<file path="config.mk">
export PLATFORM = sky130hd
export DESIGN_NAME = dspclk_seq
export DESIGN_NICKNAME = d
export VERILOG_FILES = /design/src/rtl/dspclk_seq.sv
export SDC_FILE = /design/constraint.sdc
export NUM_CORES = 1
export LEC_CHECK = 0
export ABC_AREA = 1
export ABC_CLOCK_PERIOD_IN_PS = 4410
export BUFFER_PORTS_ARGS = -buffer_cell sky130_fd_sc_hd__buf_4
export CORE_ASPECT_RATIO = 0.7
export CORE_MARGIN = 4
export CORE_UTILIZATION = 50
export CTS_CLUSTER_SIZE = 40
export DETAILED_ROUTE_END_ITERATION = 16
export PLACE_DENSITY_LB_ADDON = 0.15
export SYNTH_ARGS = -nofsm -noshare
export SYNTH_HDL_FRONTEND = slang
export SYNTH_SLANG_ARGS = --single-unit
</file>
<file path="constraint.sdc">
create_clock -name clock -period 4.41 [get_ports clock]
set_clock_uncertainty 0.1 [all_clocks]
set_input_delay 0.6615 -clock clock [delete_from_list [all_inputs] [get_ports clock]]
set_output_delay 0.6615 -clock clock [all_outputs]
set_load 0.01 [all_outputs]
</file>
<file path="src/rtl/dspclk_seq.sv">
// Startup and health sequencer for the DSP clock PLL: settles, checks the
// heartbeat, releases the DSP-chain reset, and re-sequences or faults on loss.
module dspclk_seq #(
    parameter int unsigned SETTLE_CYCLES = 1024,
    parameter int unsigned WINDOW        = 64,
    parameter int unsigned MIN_EDGES     = 4,
    parameter int unsigned MAX_RETRIES   = 3
) (
    input  logic       clock,
    input  logic       reset,
    input  logic       enable,
    input  logic       hb,
    output logic       dsp_reset,
    output logic       ready,
    output logic       fault,
    output logic       lock_lost,
    output logic [1:0] retry_count,
    output logic [2:0] state
);

    localparam logic [2:0] ST_IDLE   = 3'd0;
    localparam logic [2:0] ST_SETTLE = 3'd1;
    localparam logic [2:0] ST_CHECK  = 3'd2;
    localparam logic [2:0] ST_RUN    = 3'd3;
    localparam logic [2:0] ST_FAULT  = 3'd4;

    localparam logic [15:0] SETTLE_LAST = 16'(SETTLE_CYCLES - 32'd1);
    localparam logic [7:0]  WIN_LAST    = 8'(WINDOW - 32'd1);
    localparam logic [7:0]  EDGE_GOAL   = 8'(MIN_EDGES);
    localparam logic [1:0]  RETRY_MAX   = 2'(MAX_RETRIES);

    logic [2:0]  state_q, state_d;
    logic [15:0] settle_q, settle_d;
    logic [7:0]  win_q, win_d;
    logic [7:0]  edge_cnt_q, edge_cnt_d;
    logic [7:0]  gap_q, gap_d;
    logic [1:0]  retry_q, retry_d;
    logic        lost_q, lost_d;
    logic        hb_q;
    logic        dsp_reset_q, ready_q, fault_q;
    logic        hb_edge_s;
    logic [7:0]  edge_sum_s;

    // Next-state and counter update for the sequencer.
    always_comb begin
        hb_edge_s  = hb ^ hb_q;
        edge_sum_s = (edge_cnt_q == 8'hFF) ? edge_cnt_q : edge_cnt_q + 8'd1;
        state_d    = state_q;
        settle_d   = settle_q;
        win_d      = win_q;
        edge_cnt_d = edge_cnt_q;
        gap_d      = gap_q;
        retry_d    = retry_q;
        lost_d     = lost_q;
        if (!enable) begin
            state_d    = ST_IDLE;
            settle_d   = 16'd0;
            win_d      = 8'd0;
            edge_cnt_d = 8'd0;
            gap_d      = 8'd0;
            retry_d    = 2'd0;
            lost_d     = 1'b0;
        end else begin
            case (state_q)
                ST_IDLE: begin
                    state_d  = ST_SETTLE;
                    settle_d = 16'd0;
                end
                ST_SETTLE: begin
                    if (settle_q == SETTLE_LAST) begin
                        state_d    = ST_CHECK;
                        win_d      = 8'd0;
                        edge_cnt_d = 8'd0;
                    end else begin
                        settle_d = settle_q + 16'd1;
                    end
                end
                ST_CHECK: begin
                    // A qualifying edge beats the end of the window.
                    if (hb_edge_s && (edge_sum_s == EDGE_GOAL)) begin
                        state_d    = ST_RUN;
                        retry_d    = 2'd0;
                        gap_d      = 8'd0;
                        edge_cnt_d = edge_sum_s;
                    end else begin
                        if (hb_edge_s) begin
                            edge_cnt_d = edge_sum_s;
                        end else begin
                            edge_cnt_d = edge_cnt_q;
                        end
                        if (win_q == WIN_LAST) begin
                            if (retry_q == RETRY_MAX) begin
                                state_d = ST_FAULT;
                            end else begin
                                retry_d  = retry_q + 2'd1;
                                state_d  = ST_SETTLE;
                                settle_d = 16'd0;
                            end
                        end else begin
                            win_d = win_q + 8'd1;
                        end
                    end
                end
                ST_RUN: begin
                    if (hb_edge_s) begin
                        gap_d = 8'd0;
                    end else if (gap_q == WIN_LAST) begin
                        lost_d   = 1'b1;
                        state_d  = ST_SETTLE;
                        settle_d = 16'd0;
                    end else begin
                        gap_d = gap_q + 8'd1;
                    end
                end
                ST_FAULT: begin
                    state_d = ST_FAULT;
                end
                default: begin
                    state_d = ST_IDLE;
                end
            endcase
        end
    end

    // State, counters and outputs decoded from next state.
    always_ff @(posedge clock) begin
        if (reset) begin
            state_q     <= ST_IDLE;
            settle_q    <= 16'd0;
            win_q       <= 8'd0;
            edge_cnt_q  <= 8'd0;
            gap_q       <= 8'd0;
            retry_q     <= 2'd0;
            lost_q      <= 1'b0;
            hb_q        <= 1'b0;
            dsp_reset_q <= 1'b1;
            ready_q     <= 1'b0;
            fault_q     <= 1'b0;
        end else begin
            state_q     <= state_d;
            settle_q    <= settle_d;
            win_q       <= win_d;
            edge_cnt_q  <= edge_cnt_d;
            gap_q       <= gap_d;
            retry_q     <= retry_d;
            lost_q      <= lost_d;
            hb_q        <= hb;
            dsp_reset_q <= (state_d != ST_RUN);
            ready_q     <= (state_d == ST_RUN);
            fault_q     <= (state_d == ST_FAULT);
        end
    end

    assign state       = state_q;
    assign dsp_reset   = dsp_reset_q;
    assign ready       = ready_q;
    assign fault       = fault_q;
    assign lock_lost   = lost_q;
    assign retry_count = retry_q;

endmodule
</file>
==> impl_metrics.csv <==
group,metric,value,unit
pwr,pwr-share-comb,2.9,%
synthesis,yosysTopAreaCellShare,34.5,%
worst_setup_path,worst_setup_path_end_kind,"flop",
timing,fmaxAchievable,0.395,GHz
clocking,cts_sinks,50,
worst_setup_path,r2r-start,"edge_cnt_q[0]",
synthesis,syn_nets,452,
clocking,cts_made_buffers,5,
pwr,powerDensity,257,mW/mm²
min_path,min_path_type,"reg -> reg",
floorplan,rows,22,
clocking,post_cts_buffers,0,
timing,finalSetupTns,0,ns
pwr,p_sw_share,20.6,%
synthesis,ys_seq_area_share,34.5,%
timing,slew_violations,0,
routing,avgViaCountPerCell,5.22,
routing,firstDrtPassIters,5,
grt,antenna_found_initial,0,
grt,overflow,0,
clocking,cts_hold_buf,0,
synthesis,ys_top_cells_by_area,"dfxtp_1 (35%), nand2_1 (15%), nor2_1 (7.1%)",
clocking,clock_latency,0.30,ns
synthesis,synthDistinctLibCells,32,
layout,fill_cells,503,
routing,drcViolationCount,0,
layout,nNetsFinal,462,
synthesis,avgSynthCellArea,6.54,µm²
status,status,"finished, final reports clean",
layout,area_growth_syn_to_layout,8.29,%
floorplan,start_util,53.4,%
clocking,tritoncts,"yes",
layout,mostFrequentLayoutCells,"nand2_1 (116), nor2_1 (55), dfxtp_1 (50)",
worst_setup_path,critPathMaxFanout,14,
worst_setup_path,cp-start-kind,"flop",
clocking,clk_path_buf_depth,2,
grt,grt_first_pass_wirelength,11.2,mm
floorplan,die_area,0.00710,mm²
pwr,max-vdd-ir-drop,0.170,mV
timing,max_slew_margin,55.7,%
placed_design,routabilityCongestion,0.886,
synthesis,synth_top_family_by_area,"simple AND/OR/NAND/NOR gates",
synthesis,synth.largest_area_cell,"dfxtp_1",
layout,antennaDiodeCount,0,
timing,setup_viol,0,
synthesis,synthAdderAreaFrac,2.16,%
pwr,leakage,1.12,nW
grt,grt_start_max_net_pins,28,
timing,worstMarginPinSlew,0.660,ns
worst_setup_path,r2r_slack,1.88,ns
routing,vias,2739,
floorplan,die_h,71.7,µm
synthesis,async_flop_share,0,%
worst_setup_path,endpoint,"gap_q[4]",
synthesis,yosys_warnings,0,
routing,drtIter0Drc,196,
synthesis,synth_area,0.00290,mm²
routing,wl_per_cell,12.2,µm
floorplan,fp.dieW,99.0,µm
synthesis,synth-compound-area-share,10.5,%
pwr,power.internal,0.640,mW
worst_setup_path,arrival,2.61,ns
timing,rsz0062_at_grt,"false",
clocking,clkTransAtPathRegs,0.09,ns
timing,period_minus_slack,2.53,ns
floorplan,io-pin-count,13,
worst_setup_path,reg2reg_depth,11,
synthesis,synth-seq-cells,50,
synthesis,synthXorXnorAreaFrac,3.93,%
layout,final_common_cell,"nand2_1",
layout,fin_util,57.9,%
flow_run,max-cap-violations,0,
timing,hold_ws,0.366,ns
worst_setup_path,cp.required,4.49,ns
floorplan,core,0.00542,mm²
synthesis,ys.flop_type,"dfxtp_1",
layout,drive_gt1_share,10.2,%
timing,post-route-period-util,57.4,%
synthesis,synthCells,443,
synthesis,synth_edf_count,0,
timing,hold_viol,0,
routing,antenna_left,0,
grt,grt_pass1_vias,2463,
pwr,clkPwrFrac,40.9,%
synthesis,synth-simple-area-share,40.4,%
placed_design,place_hpwl,4.64,mm
worst_setup_path,crit_start,"edge_cnt_q[0]",
routing,drt-total-wl,6.41,mm
placed_design,io_buffers,12,
worst_setup_path,critPathKind,"reg -> reg",
clocking,cts_resized,0,
pwr,p_sw,0.167,mW
clocking,cts.htree.levels,2,
clocking,cts-root-buf,"clkbuf_8",
grt,grt_usage,18.7,%
worst_setup_path,r2r-end,"gap_q[4]",
pwr,p_seq_share,56.2,%
synthesis,synth.mux.area_fraction,0,%
## kinds of logic (layout without fill, tap and decap cells)
family / Yosys count / in the layout
flip-flops: 50 / 50
buffers and inverters: 59 / 69
AND/OR/NAND/NOR: 257 / 257
XOR/XNOR: 13 / 13
adder cells (fa/ha/maj): 5 / 5
AO/OA/AOI/OAI: 59 / 59
## per-stage QoR
step | worst slack [ns] | std cells | instance area (µm²) | power (mW)
global placement | 1.91 | 518 | 3030 | 0.487
detailed placement | 1.79 | 518 | 3030 | 0.488
finish | 1.88 | 525 | 3140 | 0.807
global route | 1.60 | 525 | 3140 | 0.838
floorplan | 2.38 | 443 | 2900 | 0.478
CTS | 1.90 | 525 | 3140 | 0.818
## critical path, cell delays in order, from the launching register on
cell and delay [ns]:
dfxtp_1 0.38, ha_1 0.26, nand2_2 0.11, nor2_4 0.04, nand2_2 0.16, nand4_1 0.13
nor2_1 0.27, nand3_2 0.34, nand2_1 0.35, inv_1 0.12, nand2_1 0.08, a21oi_1 0.05
## routing by layer
layer | routed length, µm | global-route usage (%) | share of wire (%) | up-vias
met5 | 0 | 0 | 0 | -
met4 | 34 | 2.73 | 0.53 | 0
met3 | 262 | 3.89 | 4.1 | 4
met2 | 2590 | 28.3 | 40 | 44
met1 | 3530 | 27.9 | 55 | 1229
li1 | - | - | - | 1462
## state kept, by name (all words and copies together) (netlist names)
register,cells
dsp_reset,1
edge_cnt_q,8
fault,1
gap_q,8
hb_q,1
lock_lost,1
ready,1
retry_count,2
settle_q,16
state,3
win_q,8
## area by class of cell
type | count | area (µm²) | share of cell area, %
Clock buffer | 6 | 82.6 | 2.63
Clock inverter | 1 | 30.0 | 0.957
Inverter | 49 | 184 | 5.86
Multi-Input combinational cell | 334 | 1650 | 52.7
Sequential cell | 50 | 1000 | 31.9
Tap cell | 72 | 90.1 | 2.87
Timing Repair Buffer | 13 | 97.6 | 3.11
## synth_stat cells (2+ instances only)
cell / number
nand3_1: 33
nand4_1: 22
xor2_1: 12
or2_2: 5
nand2_2: 5
nand3_2: 2
o21ai_1: 2
nor2_2: 5
buf_2: 3
buf_4: 2
nor2_1: 55
inv_2: 3
ha_1: 5
o21ai_0: 13
nor3_1: 8
clkbuf_1: 4
a21oi_1: 40
inv_1: 46
dfxtp_1: 50
nand2_1: 116
## power by group through the flow
| stage | Clock [mW] | Sequential [mW] | Combinational [mW] |
|---|---|---|---|
| CTS | 0.340 | 0.454 | 0.0237 |
| finish | 0.330 | 0.454 | 0.0234 |
| detailed placement | 0 | 0.464 | 0.0237 |
| global placement | 0 | 0.464 | 0.0231 |
| floorplan | 0 | 0.464 | 0.0139 |
| global route | 0.358 | 0.454 | 0.0261 |
## worst min-delay path by stage
stage / start / endpoint / slack (ns) / cells past startpoint
3_3_place_gp: settle_q[15] / settle_q[15] / 0.35 / 2
5_1_grt: settle_q[15] / settle_q[15] / 0.39 / 2
4_1_cts: settle_q[14] / settle_q[14] / 0.37 / 2
2_1_floorplan: settle_q[14] / settle_q[14] / 0.34 / 2
6_report: settle_q[14] / settle_q[14] / 0.37 / 2
3_5_place_dp: settle_q[14] / settle_q[14] / 0.35 / 2
Power figures use the tool's default switching activity.
